==> config.mk <==
export PLATFORM = sky130hd
export DESIGN_NAME = prog_loader
export DESIGN_NICKNAME = d
export VERILOG_FILES = /design/src/rtl/prog_loader.sv
export SDC_FILE = /design/constraint.sdc
export NUM_CORES = 1
export LEC_CHECK = 0
export ABC_AREA = 1
export CORE_AREA = 10 10 116 118
export DETAILED_ROUTE_END_ITERATION = 8
export DIE_AREA = 0 0 126 128
export HOLD_SLACK_MARGIN = 0.15
export SLEW_MARGIN = 20
export SYNTH_ARGS = -nofsm -noshare
export SYNTH_HDL_FRONTEND = slang
export SYNTH_SLANG_ARGS = --single-unit
==> constraint.sdc <==
create_clock -name clk -period 1.7 [get_ports clk]
set_clock_uncertainty 0.1 [all_clocks]
set_input_delay 0.34 -clock clk [delete_from_list [all_inputs] [get_ports clk]]
set_output_delay 0.34 -clock clk [all_outputs]
set_load 0.05 [all_outputs]
==> src/rtl/prog_loader.sv <==
// Byte-serial program loader: assembles big-endian byte pairs into instruction
// words, writes them to instruction memory and holds the core until an HLT word lands.
module prog_loader #(
   parameter int INSN_WIDTH = 16,
   parameter int ADDR_WIDTH = 16,
   parameter int MAX_WORDS  = 1024
) (
   input  logic                  clk,
   input  logic                  reset,
   input  logic                  start,
   input  logic                  byte_valid,
   input  logic [7:0]            byte_data,
   output logic                  byte_ready,
   output logic                  mem_we,
   output logic [ADDR_WIDTH-1:0] mem_addr,
   output logic [INSN_WIDTH-1:0] mem_wdata,
   output logic                  cpu_hold,
   output logic                  busy,
   output logic                  done,
   output logic                  error,
   output logic [ADDR_WIDTH-1:0] word_count
);

   localparam logic [ADDR_WIDTH-1:0] START_ADDRESS = '0;
   localparam logic [ADDR_WIDTH-1:0] LAST_ADDRESS  = ADDR_WIDTH'(MAX_WORDS - 1);
   localparam logic [INSN_WIDTH-1:0] INSN_HLT      = '0;

   typedef enum logic [2:0] {IDLE, HIGH, LOW, WRITE, DONE, ERROR} state_t;

   state_t state;
   state_t state_next;
   logic   transfer;
   logic   is_hlt;
   logic   at_last;

   assign transfer = byte_valid & byte_ready;
   assign is_hlt   = (mem_wdata == INSN_HLT);
   assign at_last  = (mem_addr == LAST_ADDRESS);

   always_ff @(posedge clk or posedge reset) begin
      if (reset) begin
         state <= IDLE;
      end else begin
         state <= state_next;
      end
   end

   // Status outputs decode straight from the state so reset clears them immediately.
   always_comb begin
      state_next = state;
      byte_ready = 1'b0;
      mem_we     = 1'b0;
      cpu_hold   = 1'b0;
      busy       = 1'b0;
      done       = 1'b0;
      error      = 1'b0;
      case (state)
         IDLE: begin
            if (start) state_next = HIGH;
         end
         HIGH: begin
            byte_ready = 1'b1;
            busy       = 1'b1;
            cpu_hold   = 1'b1;
            if (transfer) state_next = LOW;
         end
         LOW: begin
            byte_ready = 1'b1;
            busy       = 1'b1;
            cpu_hold   = 1'b1;
            if (transfer) state_next = WRITE;
         end
         WRITE: begin
            mem_we   = 1'b1;
            busy     = 1'b1;
            cpu_hold = 1'b1;
            if (is_hlt)       state_next = DONE;
            else if (at_last) state_next = ERROR;
            else              state_next = HIGH;
         end
         DONE: begin
            done = 1'b1;
            if (start) state_next = HIGH;
         end
         ERROR: begin
            error    = 1'b1;
            cpu_hold = 1'b1;
            if (start) state_next = HIGH;
         end
         default: state_next = IDLE;
      endcase
   end

   // The address only advances when another word will follow, so it never passes the last slot.
   always_ff @(posedge clk or posedge reset) begin
      if (reset) begin
         mem_addr   <= '0;
         mem_wdata  <= '0;
         word_count <= '0;
      end else begin
         case (state)
            IDLE, DONE, ERROR: begin
               if (start) begin
                  mem_addr   <= START_ADDRESS;
                  word_count <= '0;
               end
            end
            HIGH: begin
               if (transfer) mem_wdata[INSN_WIDTH-1 -: 8] <= byte_data;
            end
            LOW: begin
               if (transfer) mem_wdata[7:0] <= byte_data;
            end
            WRITE: begin
               word_count <= word_count + 1'b1;
               if (!is_hlt && !at_last) mem_addr <= mem_addr + 1'b1;
            end
            default: ;
         endcase
      end
   end

endmodule

After elaboration in Yosys (flattened, before gate mapping)
Cells that the tools add are included.
{ "totals": {"regBits": 51, "out_inout_bits": 54, "word_cells": 49} }
{ "classes": {"add_sub_neg": 2, "eq_ne": 10, "mux": 16, "bitwise": 1, "n_reduce_logical": 15} }
{ "ops": {"columns": ["operator", "count"], "rows": [
  ["one-hot mux 16 bit (2 select lines)", 2],
  ["adder 16 x 1 -> 16 bit, second input constant", 2],
  ["2-to-1 mux 16 bit", 2],
  ["== test 16 x 10 -> 1 bit, second input constant", 1],
  ["zero test 16 bit", 1],
  ["2-to-1 mux 3 bit", 5],
  ["one-hot mux 3 bit (4 select lines)", 1],
  ["== test 3 x 2 -> 1 bit, second input constant", 2],
  ["== test 3 bit, second input constant", 2],
  ["2-to-1 mux 1 bit", 6],
  ["!= test 2 bit, second input constant", 3],
  ["AND reduction 2 bit", 3],
  ["AND reduction 3 bit", 2],
  ["OR reduction 3 bit", 2],
  ["OR reduction 4 bit", 1],
  ["== test 3 x 1 -> 1 bit, second input constant", 1],
  ["zero test 3 bit", 1],
  ["zero test 1 bit", 2],
  ["!= test 2 x 1 -> 1 bit, second input constant", 1],
  ["nonzero test 2 bit", 1],
  ["OR reduction 2 bit", 1],
  ["AND 1 bit", 1],
  ["logical AND 1 bit", 1]
]} }

Longest topological paths before layout
{ "depth": {"depth_word": 6, "ltp_mapped": 11} }

Worst setup path after synthesis
Ideal clock, no wire load.
{ "synth_timing": {"kind": "register -> register", "from": "register mem_addr[1]", "to": "register mem_addr[12]", "setup_ns": 0.066, "t_arrival_ns": 1.836, "required_time_ns": 1.534, "setup_slack_ns": -0.302, "path_stages_with_launch": 11, "n_path_buf": 1, "cell_sequence": "dfrtp_1 -> ha_1 -> nand3_2 -> nor2_1 -> nand2_1 -> nand2_2 -> nand2_4 -> nand2_4 -> buf_6 -> nand2_1 -> nand2_1"} }
{ "synth_via": {"elab_chain_cells": 5} }
{ "synth_lines": {"columns": ["item", "line", "rtl"], "rows": [
  ["from (decl)", "15", "output logic [ADDR_WIDTH-1:0] mem_addr,"],
  ["from (signal assigned)", "116", "if (!is_hlt && !at_last) mem_addr <= mem_addr + 1'b1;"],
  ["parallel branches: the longest is 5 deep, another holds adder 16 x 1 -> 16 bit", null, null]
]} }
Several ways; the timed one is not identified. The select of a mux whose other input is x is not followed.
A chain may end at the register's enable or synchronous reset.

Worst setup path in the final report
{ "layout_timing": {"from": "register state[1]", "to": "output port byte_ready"} }
{ "layout_via": {"elab_chain_cells": 3} }
{ "layout_lines": {"columns": ["item", "line", "rtl"], "rows": [
  ["from (decl)", "30", "state_t state;"],
  ["from (signal assigned)", "44", "state <= state_next;"],
  ["== test 3 x 2 -> 1 bit / == test 3 x 1 -> 1 bit (equally long branches)", "57", "case (state)"],
  ["OR reduction 2 bit (no line) *", null, null],
  ["2-to-1 mux 1 bit *", "57", null],
  ["to (decl)", "13", "output logic byte_ready,"]
]} }
Every way passes the cells marked *; elsewhere a longest branch is shown, timed or not.

==> results.sh <==
export IMPL_status="finished with violations"
export IMPL_violations="setup timing"
export IMPL_die_w_um=126
export IMPL_dpl_cell_area_um2=4280
export IMPL_yosysUniqueCellTypes=29
export IMPL_timing_fmax_mhz=587
export IMPL_syn_inst=380
export IMPL_drt_total_wl_um=8040
export IMPL_gr_usage_all_layers_pct=9.54
export IMPL_p_leak_nw=2.08
export IMPL_syn_area_um2=2750
export IMPL_die_y_um=128
export IMPL_firstDrtPassIters=4
export IMPL_avgSynthCellArea_um2=7.23
export IMPL_postRouteAntennaNets=0
export IMPL_power_density_nw_per_um2=1440
export IMPL_end_kind="primary output"
export IMPL_synth_warnings=0
export IMPL_peakVddDrop_v=0.00160
export IMPL_drt_vias_per_instance=4.44
export IMPL_htreeDepth=2
export IMPL_slew_violations=0
export IMPL_required_ns=1.26
export IMPL_grt_pass1_vias=2713
export IMPL_drc=0
export IMPL_min_path_type="in -> async"
export IMPL_stdcell_area_um2=4620
export IMPL_hold_viol=0
export IMPL_grt_first_pass_wirelength_um=13200
export IMPL_p_sw_mw=2.80
export IMPL_drv_cap=0
export IMPL_vias=2757
export IMPL_yosysTopAreaCell="dfrtp_1"
export IMPL_antenna_found_initial=0
export IMPL_async_flop_share_pct=100
export IMPL_min_period_ns=1.70
export IMPL_start_kind="flip-flop"
export IMPL_cp_max_fo=4
export IMPL_synth_edf_count=0
export IMPL_diodes=0
export IMPL_wl_per_cell_um=12.9
export IMPL_area_growth_pct=68.3
export IMPL_clk_latency_ns=0.29
export IMPL_rows=39
export IMPL_drt_iter0_markers=88
export IMPL_synth_fp_nets=394
export IMPL_cts_tree="built"
export IMPL_worstPathArrival_ns=1.26
export IMPL_synth_common_cells="128 x nand2_1, 56 x nor2_1, 51 x dfrtp_1"
export IMPL_ios=66
export IMPL_tns_ns=-0.00305
export IMPL_synthFlopType="dfrtp_1"
export IMPL_cts_sinks=51
export IMPL_seqPwrFrac_pct=27.4
export IMPL_synth_most_common_cell="nand2_1"
export IMPL_r2r_start="state[2]"
export IMPL_clkPwrFrac_pct=19.4
export IMPL_hold_buffers=0
export IMPL_startpoint="state[1]"
export IMPL_path_clk_slew_ns=0.07
export IMPL_final_layout_size_suffix_gt1_share_pct=28.0
export IMPL_seq_area_frac_synth_pct=46.4
export IMPL_setup_violations=1
export IMPL_design_core_area_um2=11200
export IMPL_nets=491
export IMPL_finalCritPeriodShare_pct=100
export IMPL_overflow=0
export IMPL_place_congestion=0.875
export IMPL_combPwrFrac_pct=53.3
export IMPL_instances_no_fill=621
export IMPL_worst_pin_slew_ns=0.326
export IMPL_grt_setup_unrepaired="yes"
export IMPL_relSlewSlack_pct=78.1
export IMPL_sw_frac_of_total_pct=42.0
export IMPL_numCtsBuffers=5
export IMPL_die_area_um2=16100
export IMPL_dp_cells=600
export IMPL_hpwl_um=5990
export IMPL_power_internal_mw=3.87
export IMPL_cts_path_max_buffers=2
export IMPL_port_buffers=65
export IMPL_worst_slack_ns=-0.00305
export IMPL_synth_top_cell_area_share_pct=46.4
export IMPL_critPathKind="reg -> out"
export IMPL_synth_area_leaders="dfrtp_1 46%, nand2_1 17%, nor2_1 7.7%"
export IMPL_start_util_pct=24.5
export IMPL_ys_ff_latch=51
export IMPL_clock_root_buffer="clkbuf_16"
export IMPL_grt_max_degree=52
==> power groups by stage <==
stage          registers, mW  logic (mW)  clock network [mW]
6_report                1.82        3.55                1.29
5_1_grt                 1.87        3.80                1.36
4_1_cts                 1.85        3.43                1.32
3_5_place_dp            1.85        3.36                   0
3_3_place_gp            1.84        3.34                   0
2_1_floorplan           2.46        1.06                   0
==> final timing paths <==
check                                end  slack (ns)  cells after the start
max                           byte_ready      -0.003                      5
min                         mem_wdata[5]        0.32                      3
max reg2reg                  mem_addr[4]        0.10                     10
min reg2reg                word_count[0]        0.43                      1
max in group asynchronous  word_count[1]        0.93                      3
min in group clk           word_count[0]        0.43                      1
==> flip-flops by register name, summed over array words and instances (netlist names) <==
signal	flops
mem_wdata	16
word_count	16
mem_addr	16
state	3
==> area by class of cell <==
| class | count | area, um2 |
|---|---|---|
| inverter | 40 | 150 |
| clock buffer | 5 | 125 |
| multi-input combinational | 284 | 1380 |
| sequential | 51 | 1290 |
| clock inverter | 3 | 67.6 |
| tap | 143 | 179 |
| timing repair buffer | 95 | 1430 |
| fill | 1129 | 6600 |
==> metal layers <==
metal / GRT usage [%] / vias up / part of all wire (%)
met3: 3.39 / 6 / 6.3
met5: 0 / - / 0
met2: 15.9 / 64 / 48
met4: 2.34 / 0 / 0.85
met1: 11.5 / 1283 / 45
li1: - / 1404 / -
==> kinds of logic after synthesis <==
kind of cell / share of synthesized area, %
simple gates: 34.9
flops: 46.4
fa+ha+maj: 0.911
xor+xnor: 2.55
compound gates: 8.56
buf+inv: 6.65
==> cell usage in the layout, fill, tap and decap left out, drive strengths merged <==
cell	netlist	layout
dfrtp	51	51
bufinv	0	2
o31ai	1	1
nand3	28	28
xor2	5	5
nand2	132	133
buf	3	84
nor3	4	4
nand4	7	7
clkinvlp	0	1
clkinv	1	1
ha	2	2
or2	1	1
clkbuf	3	5
a21oi	11	11
o21bai	3	3
inv	39	39
o21ai	26	26
xnor2	3	3
clkdlybuf4s50	0	11
nor2	58	58
a21o	1	1
a22o	1	1
==> through the flow <==
stage / utilization (%) / power, mW / setup WS, ns / hold slack (ns)
4_1_cts: 40.3 / 6.60 / -0.00100 / 0.324
3_5_place_dp: 38.1 / 5.21 / -0.0104 / 0.454
2_1_floorplan: - / 3.51 / -0.0785 / 0.393
5_1_grt: 41.2 / 7.03 / -0.0656 / 0.337
6_report: 41.2 / 6.67 / -0.00305 / 0.316
3_3_place_gp: 38.1 / 5.18 / 0.0690 / 0.445
==> critical path: stages, from the launching register on <==
cell     delay [ns]
dfrtp_2        0.46
nand2_4        0.10
inv_1          0.05
nand2_1        0.11
nand2_2        0.10
buf_12         0.16
==> what timing repair did <==
| item | 4_1_cts | 5_1_grt |
|---|---|---|
| resized for setup | 7 | 9 |
| setup endpoints to repair | 5 | 23 |
| setup buffers | 4 | 8 |
| gates cloned | 0 | 1 |
| pin swaps | 2 | 1 |
No activity file was read; power rests on OpenSTA's default activity.
==> patch: new RTL, same flow settings <==
Encoding of `state_t`: now one-hot (6 bits for 6 states).
--- a/src/rtl/prog_loader.sv
+++ b/src/rtl/prog_loader.sv
@@ -26,5 +26,5 @@
    localparam logic [INSN_WIDTH-1:0] INSN_HLT      = '0;
 
-   typedef enum logic [2:0] {IDLE, HIGH, LOW, WRITE, DONE, ERROR} state_t;
+   typedef enum logic [5:0] {IDLE = 6'b000001, HIGH = 6'b000010, LOW = 6'b000100, WRITE = 6'b001000, DONE = 6'b010000, ERROR = 6'b100000} state_t;
 
    state_t state;
Function: no difference found for any inputs over 10 cycles, from zero or initial values and one cycle with reset high; not proved beyond that.
==> patch against the original RTL <==
Design area is 8.4% higher; the run still ends with setup timing left; worst setup slack lost 220 ps; global-route usage increased by 1.3 points; wire length up 13%; register-to-register slack worse by 230 ps; sequential cell count increased by 3; power fell by 14%; synthesized area rose by 10%; combinational power shrank 20%.
==> patch: results (changes against the original RTL) <==
clock_network:
  cts_resized: 9  # +2
  post_cts_buffers: 7  # +3
  cts_max_level: 2  # unchanged
  numCtsBuffers: 5  # unchanged
  path_clk_slew_ps: 70  # about the same
  clkLatencyLatePin_ps: 290  # about the same
  root_buffer: "clkbuf_16"
  clk_path_buf_depth: 2  # unchanged
timing:
  slew-limit-headroom_pct: 78.6  # +0.46 points
  tns_ps: -2990  # -2980 ps
  setup_ws_ps: -224  # -221 ps
  finalSetupViolCount: 22  # +21
finish:
  antenna_cells: 0  # unchanged
  top_regs: "mem_addr (16), mem_wdata (16), word_count (16)"
  fin_nets: 515  # +4.9%
  drive_gt1_share_pct: 35.9  # +7.8 points
place:
  place.gp.congestion: 0.900  # +2.9%
  io_buffers: 65  # unchanged
  dp_slack_ps: -43.1  # -32.7 ps
  dpl-instance-area_um2: 4720  # +10%
  hpwl_um: 6810  # +14%
synth:
  synth.distinct_cells: 31  # +6.9%
  synth_fp_nets: 406  # +3.0%
  ys_seq_area_share_pct: 44.6  # -1.8 points
  yosysWarnings: 0  # unchanged
  synth_common_cells: "nand2_1, dfrtp_1, nor2_1"
  synthTopCellsByArea: "dfrtp_1, nand2_1, o21ai_0, nand3_1, nor2_1"
  async_reset_ff_share_pct: 100  # unchanged
  synth_ff_type: "dfrtp_1"
pwr:
  leakage_nw: 2.16  # +3.7%
  ir_worst_vdd_mv: 1.20  # -25%
  p_switching_w: 0.00230  # -18%
route:
  firstDrtPassIters: 5  # +1
  drc: 0  # unchanged
  drt_wl_total_um: 9080  # +13%
  vias_per_cell: 4.73  # +6.5%
  drtIter0Drc: 198  # +130%
grt:
  grt_max_degree: 55  # +5.8%
  track_usage_pct: 10.9  # +1.3 points
  grt_pass1_wl_um: 15100  # +15%
  antenna_found_initial: 0  # unchanged
  grt_pass1_vias: 3092  # +14%
critical_path:
  ff2ff_setup_slack_ps: -130  # -230 ps
  cp_max_fo: 5  # +1
run_status:
  violations: "setup timing"
  status: "complete, but fails checks"
min_path:
  min_path_type: "input pin to async pin"
-- patch: cell types whose count changed after synthesis, sizes merged, moves of 7 or more --
| cell | delta |
|---|---|
| a21oi | -7 |
| nand2 | -14 |
| nand3 | +8 |
| nor2 | -12 |
| o21ai | +30 |
-- patch: final timing paths --
check | cells after the start | from | to
max in group asynchronous | 3 | reset | state[0]$_DFFE_PP1P_
max reg2reg | 11 | state[5]$_DFFE_PP0P_ | mem_addr[3]$_DFFE_PP0P_
min in group clk | 2 | state[0]$_DFFE_PP1P_ | state[0]$_DFFE_PP1P_
min reg2reg | 2 | state[0]$_DFFE_PP1P_ | state[0]$_DFFE_PP1P_
min | 3 | reset | state[3]$_DFFE_PP0P_
max | 5 | state[1]$_DFFE_PP0P_ | busy
-- patch: area by class of cell --
| cell class | count | area [µm²] |
|---|---|---|
| clock buffers | 5 | 125 |
| clock inverters | 3 | 43.8 |
| fillers | 1081 | 6210 |
| inverters | 37 | 145 |
| multi-input cells | 293 | 1590 |
| flip-flops and latches | 54 | 1370 |
| well taps | 143 | 179 |
| repair buffers | 110 | 1560 |
-- patch: per-stage QoR --
stage / util (%) / total power, W / cells / hold WS, ps
final: 44.7 / 0.00574 / 645 / 361
after floorplan: - / 0.00309 / 392 / 307
after detailed placement: 42.1 / 0.00446 / 629 / 394
after global routing: 44.7 / 0.00602 / 645 / 406
after global placement: 42.1 / 0.00443 / 629 / 386
after CTS: 44.2 / 0.00573 / 644 / 380
-- patch: power by group through the flow --
stage / clock network, W / registers, W / logic, W
3_3_place_gp: 0 / 0.00173 / 0.00271
3_5_place_dp: 0 / 0.00173 / 0.00273
2_1_floorplan: 0 / 0.00228 / 0.000809
5_1_grt: 0.00126 / 0.00175 / 0.00302
4_1_cts: 0.00121 / 0.00172 / 0.00280
6_report: 0.00119 / 0.00172 / 0.00284
-- patch: cell families (layout without fill, tap and decap cells) --
group	count (synthesis)	count (layout)	synth area share (%)
buffers and inverters	46	155	6.69
AOI/OAI and AO/OA	68	68	13.8
DFF	54	54	44.6
muxes	1	1	0.330
xor gates and xnor gates	5	5	1.44
and+or+nand+nor	216	217	32.3
adders and majority gates	2	2	0.825
-- patch: critical path, cell delays in order (launching register included) --
cell and delay [ps]:
dfrtp_1 410, nor2_4 200, nand3_2 180, buf_4 200, nand2_4 70, buf_12 130
-- patch: layer usage --
layer | part of all wire (%) | wire [µm] | GRT usage (%) | up-vias
li1 | - | - | - | 1492
met1 | 42 | 3830 | 13.0 | 1465
met2 | 50 | 4550 | 18.3 | 80
met3 | 6.0 | 547 | 3.56 | 12
met4 | 1.7 | 150 | 3.08 | 0
met5 | 0 | 0 | 0 | -
